--- config.mk ---
export PLATFORM = sky130hd
export DESIGN_NAME = task_host
export DESIGN_NICKNAME = d
export VERILOG_FILES = /design/src/rtl/task_host.sv
export SDC_FILE = /design/constraint.sdc
export NUM_CORES = 1
export LEC_CHECK = 0
export ABC_AREA = 1
export CAP_MARGIN = 20
export CORE_ASPECT_RATIO = 1.5
export CORE_UTILIZATION = 50
export CTS_BUF_LIST = sky130_fd_sc_hd__clkbuf_8
export CTS_CLUSTER_DIAMETER = 60
export DETAILED_ROUTE_END_ITERATION = 10
export PLACE_DENSITY = 0.82
export SYNTH_ARGS = -nofsm -noshare
export SYNTH_HDL_FRONTEND = slang
export SYNTH_SLANG_ARGS = --single-unit
export TNS_END_PERCENT = 20
--- constraint.sdc ---
create_clock -name clk -period 2.71 [get_ports clk]
set_input_delay 0.271 -clock clk [delete_from_list [all_inputs] [get_ports clk]]
set_output_delay 0.271 -clock clk [all_outputs]
set_load 0.02 [all_outputs]
--- src/rtl/task_host.sv ---
// task_host: command FIFO plus launch/capture FSM driving the task-4 unit.
// Optional job watchdog is compiled in when TASK_HOST_WATCHDOG_EN is defined.
module task_host #(
  parameter int DEPTH     = 4,
  parameter int RUN_LIMIT = 255
) (
  input  logic       clk,
  input  logic       rst,
  input  logic       cmd_valid,
  output logic       cmd_ready,
  input  logic [7:0] cmd_x,
  input  logic [1:0] cmd_on,
  output logic [7:0] x,
  output logic [1:0] on,
  output logic       start,
  input  logic       active,
  input  logic [1:0] regime,
  input  logic [7:0] y,
  input  logic [2:0] s,
  input  logic       b,
  output logic       res_valid,
  input  logic       res_ready,
  output logic [7:0] res_y,
  output logic [2:0] res_s,
  output logic       res_b,
  output logic [1:0] res_regime,
  output logic       res_err,
  output logic       busy
);
  localparam int AW = $clog2(DEPTH);
  localparam int CW = AW + 1;

  typedef enum logic [2:0] {IDLE, LAUNCH, WAIT_ACT, RUN, DONE} state_t;

  state_t        state_q, state_d;
  logic [9:0]    mem_q [DEPTH];
  logic [AW-1:0] wr_ptr_q, wr_ptr_d, rd_ptr_q, rd_ptr_d;
  logic [CW-1:0] count_q, count_d;
  logic          push, pop, full, empty;
  logic [7:0]    x_q, x_d;
  logic [1:0]    on_q, on_d;
  logic          start_q, start_d;
  logic          res_valid_q, res_valid_d;
  logic [7:0]    res_y_q, res_y_d;
  logic [2:0]    res_s_q, res_s_d;
  logic          res_b_q, res_b_d;
  logic [1:0]    res_regime_q, res_regime_d;
  logic          capture, wd_err;
  logic          wait_expire, run_expire;

  assign full      = (count_q == CW'(DEPTH));
  assign empty     = (count_q == '0);
  assign push      = cmd_valid && !full;
  assign cmd_ready = !full;

  always_comb begin
    wr_ptr_d = push ? wr_ptr_q + AW'(1) : wr_ptr_q;
    rd_ptr_d = pop ? rd_ptr_q + AW'(1) : rd_ptr_q;
    count_d  = count_q + CW'(push) - CW'(pop);
  end

  always_ff @(posedge clk) begin
    if (push) mem_q[wr_ptr_q] <= {cmd_on, cmd_x};
  end

  // Operands only change on the IDLE->LAUNCH edge, so they are stable while the unit runs.
  always_comb begin
    state_d      = state_q;
    x_d          = x_q;
    on_d         = on_q;
    pop          = 1'b0;
    capture      = 1'b0;
    wd_err       = 1'b0;
    res_valid_d  = res_valid_q;
    res_y_d      = res_y_q;
    res_s_d      = res_s_q;
    res_b_d      = res_b_q;
    res_regime_d = res_regime_q;
    unique case (state_q)
      IDLE: begin
        if (!empty && !res_valid_q) begin
          state_d      = LAUNCH;
          pop          = 1'b1;
          {on_d, x_d}  = mem_q[rd_ptr_q];
        end
      end
      LAUNCH: state_d = WAIT_ACT;
      WAIT_ACT: begin
        if (active) begin
          state_d = RUN;
        end else if (wait_expire) begin
          state_d = DONE;
          wd_err  = 1'b1;
        end
      end
      RUN: begin
        if (!active) begin
          state_d = DONE;
          capture = 1'b1;
        end else if (run_expire) begin
          state_d = DONE;
          wd_err  = 1'b1;
        end
      end
      DONE: begin
        if (res_valid_q && res_ready) begin
          state_d     = IDLE;
          res_valid_d = 1'b0;
        end
      end
      default: state_d = IDLE;
    endcase
    if (capture) begin
      res_valid_d  = 1'b1;
      res_y_d      = y;
      res_s_d      = s;
      res_b_d      = b;
      res_regime_d = regime;
    end else if (wd_err) begin
      res_valid_d  = 1'b1;
      res_y_d      = '0;
      res_s_d      = '0;
      res_b_d      = 1'b0;
      res_regime_d = '0;
    end
    start_d = (state_d == LAUNCH);
  end

  always_ff @(posedge clk or negedge rst) begin
    if (!rst) begin
      state_q      <= IDLE;
      wr_ptr_q     <= '0;
      rd_ptr_q     <= '0;
      count_q      <= '0;
      x_q          <= '0;
      on_q         <= '0;
      start_q      <= 1'b0;
      res_valid_q  <= 1'b0;
      res_y_q      <= '0;
      res_s_q      <= '0;
      res_b_q      <= 1'b0;
      res_regime_q <= '0;
    end else begin
      state_q      <= state_d;
      wr_ptr_q     <= wr_ptr_d;
      rd_ptr_q     <= rd_ptr_d;
      count_q      <= count_d;
      x_q          <= x_d;
      on_q         <= on_d;
      start_q      <= start_d;
      res_valid_q  <= res_valid_d;
      res_y_q      <= res_y_d;
      res_s_q      <= res_s_d;
      res_b_q      <= res_b_d;
      res_regime_q <= res_regime_d;
    end
  end

`ifdef TASK_HOST_WATCHDOG_EN
  logic [7:0] wd_cnt_q, wd_cnt_d;
  logic       res_err_q, res_err_d;

  // Counter restarts on every state change, so it measures time spent in the current wait state.
  always_comb begin
    wd_cnt_d = '0;
    if (state_d == state_q && (state_q == WAIT_ACT || state_q == RUN))
      wd_cnt_d = wd_cnt_q + 8'd1;
    res_err_d = res_err_q;
    if (capture) res_err_d = 1'b0;
    if (wd_err)  res_err_d = 1'b1;
  end

  assign wait_expire = (wd_cnt_q == 8'd7);
  assign run_expire  = (wd_cnt_q >= 8'(RUN_LIMIT));
  assign res_err     = res_err_q;

  always_ff @(posedge clk or negedge rst) begin
    if (!rst) begin
      wd_cnt_q  <= '0;
      res_err_q <= 1'b0;
    end else begin
      wd_cnt_q  <= wd_cnt_d;
      res_err_q <= res_err_d;
    end
  end
`else
  assign wait_expire = 1'b0;
  assign run_expire  = 1'b0;
  assign res_err     = 1'b0;
`endif

  assign x          = x_q;
  assign on         = on_q;
  assign start      = start_q;
  assign res_valid  = res_valid_q;
  assign res_y      = res_y_q;
  assign res_s      = res_s_q;
  assign res_b      = res_b_q;
  assign res_regime = res_regime_q;
  assign busy       = (state_q != IDLE);
endmodule

==> results.json <==
{
  "grt_pass1_wl_um": 10220,
  "antenna_cells_inserted": 0,
  "cts.sink_count": 76,
  "worst_slew_pin_slew_ps": 792.9,
  "firstDrtPassIters": 4,
  "final_max_slew_viol_count": 0,
  "hold_class": "in2async",
  "power_density_mw_per_mm2": 1070,
  "cts_buffers": 9,
  "postCtsSetupRepairBufs": 0,
  "status": "finished, violations left",
  "htreeDepth": 3,
  "grt_pass1_vias": 2281,
  "required_ps": 2950,
  "ys_types": 23,
  "overflow": 0,
  "synth_mux_area_share_pct": 0,
  "period_needed_ps": 2056,
  "row_count": 35,
  "synthXorXnorAreaFrac_pct": 1.069,
  "ys_seq_area_share_pct": 64.15,
  "coreArea_mm2": 0.006218,
  "syn_avg_cell_area_um2": 9.753,
  "critPathSlowestCell": "dfrtp_1",
  "worst_hold_slack_ps": -9.179,
  "crit_top_cell": "ha_1",
  "via_per_inst": 4.788,
  "yosys.area_share.simple_pct": 22.60,
  "clk_latency_ps": 360,
  "fin_tns_setup_ps": 0,
  "regArea_mm2": 0.002102,
  "fin_nets": 434,
  "synthCells": 336,
  "synth_nets": 372,
  "crit_start": "count_q[1]",
  "skew_ps": 7.777,
  "clk_pin_slew_ps": 80,
  "routed_wl_um": 6248,
  "synth_top_area_share_pct": 36.66,
  "top_level_ports": 58,
  "synth-compound-area-share_pct": 0.1527,
  "synth_top_family_by_area": "simple AND/OR/NAND/NOR gates",
  "critPathMaxFanout": 13,
  "yosys_warnings": 0,
  "final_layout_size_suffix_gt1_share_pct": 7.692,
  "rsz0062_at_grt": "no",
  "reg2reg_depth": 9,
  "yosys-top-cells-area": "edfxtp_1, dfrtp_1, nand2_1",
  "routedWlPerCell_um": 13.10,
  "synthAdderAreaFrac_pct": 2.902,
  "nFillCells": 502,
  "fmax_mhz": 486.3,
  "total_power_w": 0.004402,
  "ys_seq_elements": 76,
  "leakagePower_nw": 1.991,
  "drtIter0Drc": 121,
  "min_period_over_period_pct": 75.88,
  "gp_congestion": 0.7792,
  "die_area_mm2": 0.006888,
  "cap_violations": 0,
  "slew_headroom_pct": 47.14,
  "ant_nets": 0,
  "post_dp_cell_area_mm2": 0.003891,
  "cts_tree": "done",
  "port_buffers": 56,
  "grt_antenna_before_repair": 0,
  "path_cells": "inv_2 > nand2_1 > nor2_1 > nor2_4 > ha_1 > inv_1 > ha_1 > fa_1 > xor2_1",
  "num_vias": 2284,
  "syn_to_final_growth_pct": 25.58,
  "failed_checks": "negative hold slack",
  "start_util_pct": 52.70,
  "grt_max_degree": 37,
  "final-setup-viol-count": 0,
  "arrival_ps": 2300,
  "irDropWorstVdd_uv": 544.0,
  "die_w_um": 68.10,
  "max_stage_delay_ps": 410,
  "post-route-cell-area_mm2": 0.004115,
  "multi_input_area_um2": 879.6,
  "endpoint_kind": "register",
  "r2r-start": "count_q[1]",
  "netlist_area_mm2": 0.003277,
  "root_buffer": "clkbuf_8",
  "worstSetupPathType": "reg2reg",
  "cts_resized": 0,
  "yosysTopAreaCell": "edfxtp_1",
  "rrSetupSlack_ps": 650,
  "drc": 0,
  "finalHoldViolCount": 5,
  "track_usage_pct": 21.03,
  "ctsHoldBuffers": 0,
  "clk_path_buf_depth": 2,
  "dp_hpwl_um": 4219,
  "die_y_um": 101.2,
  "cp-start-kind": "register"
}
==> synthesized netlist by cell type <==
cell / number
xnor2_1: 1
ha_1: 6
fa_1: 1
nor2_2: 1
buf_2: 6
nand2_1: 138
nand3_1: 24
nand3b_1: 1
o21ai_0: 1
nor2_4: 2
nand3_2: 3
edfxtp_1: 40
xor2_1: 3
buf_4: 1
nand2_2: 1
conb_1: 1
inv_4: 1
buf_6: 3
clkinv_1: 1
nor2_1: 8
inv_1: 56
dfrtp_1: 36
inv_2: 1
==> metrics by stage <==
stage / cells / worst slack (ps) / util [%] / hold slack [ps]
detailed placement: 461 / 606.7 / 62.58 / 397.9
global route: 477 / 495.4 / 66.18 / 48.44
global placement: 461 / 665.7 / 62.58 / 395.4
finish: 477 / 653.6 / 66.18 / -9.179
floorplan: 336 / 686.5 / - / -24.59
CTS: 477 / 648.1 / 66.18 / 4.458
==> metal layers <==
metal | up-vias | track usage [%] | routed length, um | share of wire (%)
li1 | 1146 | - | - | -
met1 | 1082 | 25.51 | 2600 | 42
met2 | 47 | 33.18 | 3276 | 52
met3 | 9 | 5.293 | 231 | 3.7
met4 | 0 | 12.50 | 139 | 2.2
met5 | - | 0 | 0 | 0
==> worst paths after layout <==
path | end
hold / removal | x[7]
max in group asynchronous | res_y[5]
min in group clk | res_y[4]
setup reg to reg | count_q[2]
setup / recovery | count_q[2]
hold reg to reg | res_y[7]
==> where the power goes <==
part / switching (W) / internal (W) / total (W) / leakage (nW)
Combinational: 0.000978 / 0.000676 / 0.00165 / 1.06
Sequential: 0.000200 / 0.00159 / 0.00179 / 0.813
Clock: 0.000433 / 0.000524 / 0.000957 / 0.114
==> state kept, by name (all words and copies together), names as in the netlist, 2 cells and up <==
| signal | count |
|---|---|
| count_q | 3 |
| mem_q | 40 |
| on | 2 |
| rd_ptr_q | 2 |
| res_regime | 2 |
| res_s | 3 |
| res_y | 8 |
| state_q | 3 |
| wr_ptr_q | 2 |
| x | 8 |
==> layout by cell type (no fill, tap or decap) <==
cell type        count
nand2_1            138
inv_1               56
clkdlybuf4s50_1     55
edfxtp_1            40
dfrtp_1             36
nand3_1             24
clkbuf_8             9
nor2_1               8
ha_1                 6
buf_4                5
nand3_2              3
xor2_1               3
clkinv_4             3
nor2_4               2
bufinv_16            2
inv_4                1
nor2_2               1
inv_2                1
nand3b_1             1
nand2_2              1
xnor2_1              1
clkinv_1             1
o21ai_0              1
fa_1                 1
conb_1               1
clkinv_2             1
inv_6                1
buf_2                1
==> cell families after synthesis <==
kind of cell,count (synthesis)
AO/OA/AOI/OAI,1
XOR/XNOR,4
adder cells (fa/ha/maj),7
buffers and inverters,69
flip-flops,76
other,1
AND/OR/NAND/NOR,178
==> worst max-delay path: cells and delay by family (launching register included) <==
family | cells | cell delay, ps
fa+ha+maj | 3 | 840
flops | 1 | 410
simple gates | 3 | 390
xor+xnor | 1 | 170
buf+inv | 2 | 140
==> cell type report <==
type	count	share of cell area, %
Multi-Input combinational cell	191	21.37
Clock inverter	7	2.432
Sequential cell	76	51.08
Inverter	59	5.442
Tap cell	74	2.250
Clock buffer	9	3.010
Timing Repair Buffer	61	14.41
No activity file was read; power rests on OpenSTA's default activity.
